File: src/rtl/spi_peripheral.sv
// spi_peripheral: slave-side endpoint for 16-bit, mode-0 (CPOL=0, CPHA=0),
// MSB-first SPI frames. The SPI pins are asynchronous to clk and are
// oversampled through synchronizers. The block shifts a buffered word out on
// miso while it assembles the received word.
//
// Ports:
//   clk, reset          fabric clock and synchronous active-high reset
//   sclk, cs, mosi      asynchronous SPI pins from the master (cs active-low)
//   miso                slave data, 0 whenever no frame is active
//   data_to_tx, tx_load single-cycle strobe that writes the TX buffer
//   tx_ready            TX buffer empty, a load is accepted
//   data_rx, rx_done    last complete received word and its one-cycle pulse
//   frame_error         one-cycle pulse when cs rises mid-frame
//   busy                a frame is in progress
module spi_peripheral #(
  parameter int WORD_BITS   = 16,
  parameter int SYNC_STAGES = 2
) (
  input  logic                 clk,
  input  logic                 reset,
  input  logic                 sclk,
  input  logic                 cs,
  input  logic                 mosi,
  output logic                 miso,
  input  logic [WORD_BITS-1:0] data_to_tx,
  input  logic                 tx_load,
  output logic                 tx_ready,
  output logic [WORD_BITS-1:0] data_rx,
  output logic                 rx_done,
  output logic                 frame_error,
  output logic                 busy
);

  localparam int CNT_W = $clog2(WORD_BITS) + 1;

  typedef enum logic [1:0] {SYNC_WAIT, IDLE, ACTIVE, TAIL} state_t;

  logic [SYNC_STAGES-1:0] sclk_sync_q, cs_sync_q, mosi_sync_q;
  logic                   sclk_prev_q, cs_prev_q;
  logic                   sclk_rise_q, sclk_fall_q, cs_rise_q, cs_fall_q;
  logic                   sclk_s, cs_s, mosi_s;

  state_t                 state_q;
  logic [WORD_BITS-1:0]   tx_buf_q, tx_sh_q, rx_sh_q, data_rx_q;
  logic                   tx_ready_q, miso_q, done_pend_q, rx_done_q, frame_error_q;
  logic [CNT_W-1:0]       bit_cnt_q;

  logic                   frame_start;
  logic [WORD_BITS-1:0]   tx_word, rx_next;

  assign sclk_s = sclk_sync_q[SYNC_STAGES-1];
  assign cs_s   = cs_sync_q[SYNC_STAGES-1];
  assign mosi_s = mosi_sync_q[SYNC_STAGES-1];

  // An empty buffer at frame start sends an all-zero word.
  assign frame_start = (state_q == IDLE) && cs_fall_q;
  assign tx_word     = tx_ready_q ? '0 : tx_buf_q;
  assign rx_next     = {rx_sh_q[WORD_BITS-2:0], mosi_s};

  always_ff @(posedge clk) begin
    if (reset) begin
      // cs synchronizer clears to 0 so a real high cs must be seen before
      // the first frame; a frame already running at the pins is never joined.
      sclk_sync_q   <= '0;
      cs_sync_q     <= '0;
      mosi_sync_q   <= '0;
      sclk_prev_q   <= 1'b0;
      cs_prev_q     <= 1'b0;
      sclk_rise_q   <= 1'b0;
      sclk_fall_q   <= 1'b0;
      cs_rise_q     <= 1'b0;
      cs_fall_q     <= 1'b0;
      state_q       <= SYNC_WAIT;
      tx_buf_q      <= '0;
      tx_ready_q    <= 1'b1;
      tx_sh_q       <= '0;
      rx_sh_q       <= '0;
      bit_cnt_q     <= '0;
      miso_q        <= 1'b0;
      data_rx_q     <= '0;
      done_pend_q   <= 1'b0;
      rx_done_q     <= 1'b0;
      frame_error_q <= 1'b0;
    end else begin
      // Synchronizers, then registered edge events (sync XOR delayed copy).
      sclk_sync_q <= {sclk_sync_q[SYNC_STAGES-2:0], sclk};
      cs_sync_q   <= {cs_sync_q[SYNC_STAGES-2:0], cs};
      mosi_sync_q <= {mosi_sync_q[SYNC_STAGES-2:0], mosi};
      sclk_prev_q <= sclk_s;
      cs_prev_q   <= cs_s;
      sclk_rise_q <= (sclk_s ^ sclk_prev_q) & sclk_s;
      sclk_fall_q <= (sclk_s ^ sclk_prev_q) & ~sclk_s;
      cs_rise_q   <= (cs_s ^ cs_prev_q) & cs_s;
      cs_fall_q   <= (cs_s ^ cs_prev_q) & ~cs_s;

      rx_done_q     <= done_pend_q;
      done_pend_q   <= 1'b0;
      frame_error_q <= 1'b0;

      // A load on the frame-start cycle wins: the word stays buffered for the
      // next frame while the current frame takes the (empty) buffer.
      if (tx_load && tx_ready_q) begin
        tx_buf_q   <= data_to_tx;
        tx_ready_q <= 1'b0;
      end else if (frame_start) begin
        tx_ready_q <= 1'b1;
      end

      case (state_q)
        SYNC_WAIT: begin
          miso_q <= 1'b0;
          if (cs_s) state_q <= IDLE;
        end
        IDLE: begin
          miso_q <= 1'b0;
          if (cs_fall_q) begin
            tx_sh_q   <= tx_word;
            miso_q    <= tx_word[WORD_BITS-1];
            rx_sh_q   <= '0;
            bit_cnt_q <= '0;
            state_q   <= ACTIVE;
          end
        end
        ACTIVE: begin
          if (cs_rise_q) begin
            frame_error_q <= 1'b1;
            miso_q        <= 1'b0;
            state_q       <= IDLE;
          end else if (sclk_rise_q) begin
            rx_sh_q   <= rx_next;
            bit_cnt_q <= bit_cnt_q + CNT_W'(1);
            if (bit_cnt_q == CNT_W'(WORD_BITS - 1)) begin
              data_rx_q   <= rx_next;
              done_pend_q <= 1'b1;
              state_q     <= TAIL;
            end
          end else if (sclk_fall_q) begin
            tx_sh_q <= {tx_sh_q[WORD_BITS-2:0], 1'b0};
            miso_q  <= tx_sh_q[WORD_BITS-2];
          end
        end
        TAIL: begin
          // Extra sclk pulses after the last bit are ignored.
          if (sclk_fall_q) miso_q <= 1'b0;
          if (cs_rise_q) begin
            miso_q  <= 1'b0;
            state_q <= IDLE;
          end
        end
        default: state_q <= SYNC_WAIT;
      endcase
    end
  end

  assign miso        = miso_q;
  assign tx_ready    = tx_ready_q;
  assign data_rx     = data_rx_q;
  assign rx_done     = rx_done_q;
  assign frame_error = frame_error_q;
  assign busy        = (state_q == ACTIVE) || (state_q == TAIL);

endmodule

File: config.mk
export PLATFORM = sky130hd
export DESIGN_NAME = spi_peripheral
export DESIGN_NICKNAME = d
export VERILOG_FILES = /design/src/rtl/spi_peripheral.sv
export SDC_FILE = /design/constraint.sdc
export NUM_CORES = 1
export LEC_CHECK = 0
export CORE_MARGIN = 8
export CORE_UTILIZATION = 35
export DETAILED_ROUTE_END_ITERATION = 12
export DONT_BUFFER_PORTS = 1
export PLACE_DENSITY_LB_ADDON = 0.3
export SLEW_MARGIN = 25
export SYNTH_ARGS = -nofsm -noshare
export SYNTH_HDL_FRONTEND = slang
export SYNTH_SLANG_ARGS = --single-unit
File: constraint.sdc
create_clock -name clk -period 2.2 [get_ports clk]
set_clock_uncertainty 0.05 [all_clocks]
set_input_delay 0.11 -clock clk [delete_from_list [all_inputs] [get_ports clk]]
set_output_delay 0.11 -clock clk [all_outputs]
set_load 0.03 [all_outputs]
==> reports/qor.csv <==
metric;value;unit
Area Growth Syn to Fin;15.9;%
worst min path class;in2reg;
peak fanout along the critical path;17;
yosys warns;0;
CP Launch Type;flop;
sequential power share;0.539;
final setup vio count;0;
sequential-to-total area share from yosys stat;0.490;
root buffer cell;clkbuf_8;
DRC Markers;0;
Worst Hold Depth;2;
Die Wd;116;um
input/output buffers;0;
GRT Util Overall;0.112;
via/cell ratio;4.61;
NetSw;741;uW
GPL Wtd Cong;0.741;
Vias;2500;
Critical Path RT;2390;ps
synthesized area per cell;8.98;sq um
Worst Hold End;cs_sync_q[1];
Clk Latency, worst-skew pair;360;ps
status;completed;
area of the multi-input gates;0.00164;sq mm
commonest non-fill, non-tap cell in the layout;dfxtp_1;
Initial Util;0.359;
Vert. Die Dim;116;um
die area;0.0135;sq mm
total power;3.00;mW
Seq cells post-synth;86;
1st-iter DRT viols;96;
Post-synth top flop;dfxtp_1;
post-route minimum period;1990;ps
Rows;36;
crit share post-route;0.903;
Register Area;0.00172;sq mm
number of global-route vias before repair;2452;
Max Transition Viols Final;0;
H-tree depth;3;
Ant. Diodes;0;
ys async rst share;0;
DRT Wirelength;6900;um
layout cells sized above 1;0.112;
RSZ-0062 raised after global routing;no;
worst setup path class;reg2reg;
P_int;2.26;mW
Critical Path End Type;flop;
PD cells;738;mW/mm^2
Max Root-Sink Buffers;2;
Ports;43;
Finished Core Util;0.416;
r2r setup slk;210;ps
R2R Path Start;state_q[0];
Sink Count;86;
clock-pin slew on the worst setup and hold paths;90;ps
Core ar.;0.00977;sq mm
Syn Inst Count;391;
Detail Route Antenna Nets;0;
Sw Ratio;0.247;
# fillers;988;
LEAKAGE;1.35;nW
worst hold start;reset;
most frequent cells in the layout;dfxtp_1 (86), nand2_1 (69), a21oi_1 (50), nor2_1 (40);
Clock Power Share;0.381;
combinational fraction of design power;0.080;
Initial DRT Pass Iterations;4;
Worst R2R End;data_rx[6];
initial antenna violation count;0;
post-DP HPWL;4390;um
relative slew slack;0.573;
fmax;0.503;GHz
largest net degree at the start of global routing;85;
Max Cap Viol;0;
Syn Std Cell Area;0.00351;sq mm
remaining global-route overflow;0;
Final TNS setup;0;ps
worst slew pin tran;640;ps
Critical Path AT;2170;ps
worst vdd ir;250;uV
CTS buffer count;9;
final hold slack;74.3;ps
first-pass GRT wire length;11800;um
Routed WL per cell;12.7;um
NumNets Final;433;
Syn Nets;420;
Post-synth EDFFs;0;
Register-to-Register Path Depth;6;
CTS tree;done;
Final Hold Viols;0;
Cell variety after synth;33;
registers in the layout, indices dropped and copies added (netlist names), 2 cells and up:
signal and flops:
data_rx 16, tx_buf_q 16, rx_sh_q 15, tx_sh_q 15, bit_cnt_q 5, cs_sync_q 2, mosi_sync_q 2, sclk_sync_q 2
state_q 2
layout make-up:
type | count | share of cell area
flip-flops and latches | 86 | 0.423
repair buffers | 29 | 0.0763
inverters | 5 | 0.00461
clock buffers | 10 | 0.0338
multi-input cells | 273 | 0.404
well taps | 133 | 0.0409
clock inverters | 6 | 0.0172
power groups by stage:
| stage | registers [mW] | logic, mW | clock network [mW] |
|---|---|---|---|
| 2_1_floorplan | 1.65 | 0.170 | 0 |
| 3_3_place_gp | 1.65 | 0.182 | 0 |
| 3_5_place_dp | 1.66 | 0.185 | 0 |
| 4_1_cts | 1.62 | 0.243 | 1.19 |
| 5_1_grt | 1.63 | 0.268 | 1.27 |
| 6_report | 1.62 | 0.239 | 1.14 |
worst max-delay path, stage by stage (launching register included):
cell,delay [ps]
dfxtp_1,360
inv_1,100
ha_1,260
nor2b_1,460
nand3_2,380
nand2_1,180
a21oi_1,70
Yosys cell counts, types with 2 or more instances:
master	count	area, sq um
dfxtp_1	86	1720
nand2_1	69	259
a21oi_1	51	255
nor2_1	40	150
mux2i_1	19	190
and2_1	17	106
nor3b_1	16	120
clkbuf_1	15	56.3
nor2b_1	15	93.8
a211oi_2	14	175
ha_1	7	87.6
buf_2	6	30.0
inv_1	5	18.8
buf_4	4	30.0
nand2b_1	4	25.0
a211oi_1	3	22.5
nand3_1	2	10.0
nor3_1	2	10.0
xnor2_1	2	17.5
metal layers:
metal	routed length, um	share of wire	up-vias	track usage
met2	3070	0.45	26	0.165
met1	3380	0.49	1138	0.141
li1	-	-	1327	-
met5	0	0	-	0
met3	325	0.047	9	0.0424
met4	122	0.018	0	0.0545
timing repair:
item / 4_1_cts / 5_1_grt
setup endpoints to repair: 0 / 0
hold buffers: 20 / 0
resized for setup: 0 / 0
setup buffers: 0 / 0
endpoints found under the hold margin: 86 / 0
metrics by stage:
| step | instances | area (sq um) | setup WS [ps] |
|---|---|---|---|
| 2_1_floorplan | 391 | 3510 | 409 |
| 4_1_cts | 542 | 4070 | 171 |
| 6_report | 542 | 4070 | 214 |
| 5_1_grt | 542 | 4070 | 7.71 |
| 3_3_place_gp | 506 | 3640 | 344 |
| 3_5_place_dp | 506 | 3640 | 220 |
cell families (layout without fill, tap and decap cells):
kind of cell             Yosys count  in the layout  synth area share
AO/OA/AOI/OAI                     74             74             0.149
multiplexers                      19             19            0.0541
adder cells (fa/ha/maj)            7              7            0.0249
XOR/XNOR                           2              2           0.00499
AND/OR/NAND/NOR                  171            171             0.234
flip-flops                        86             86             0.490
buffers and inverters             32             50            0.0427
how the worst max path moves through the flow:
stage / start / to / slack [ps] / cells past startpoint
after floorplan: state_q[0] / bit_cnt_q[0] / 410 / 9
after global placement: state_q[0] / data_rx[0] / 340 / 6
after detailed placement: state_q[0] / data_rx[14] / 220 / 6
after CTS: state_q[0] / data_rx[14] / 170 / 6
after global routing: state_q[0] / data_rx[10] / 8 / 6
final: state_q[0] / data_rx[6] / 210 / 6
Note: power is estimated with default switching activity, not from simulation.
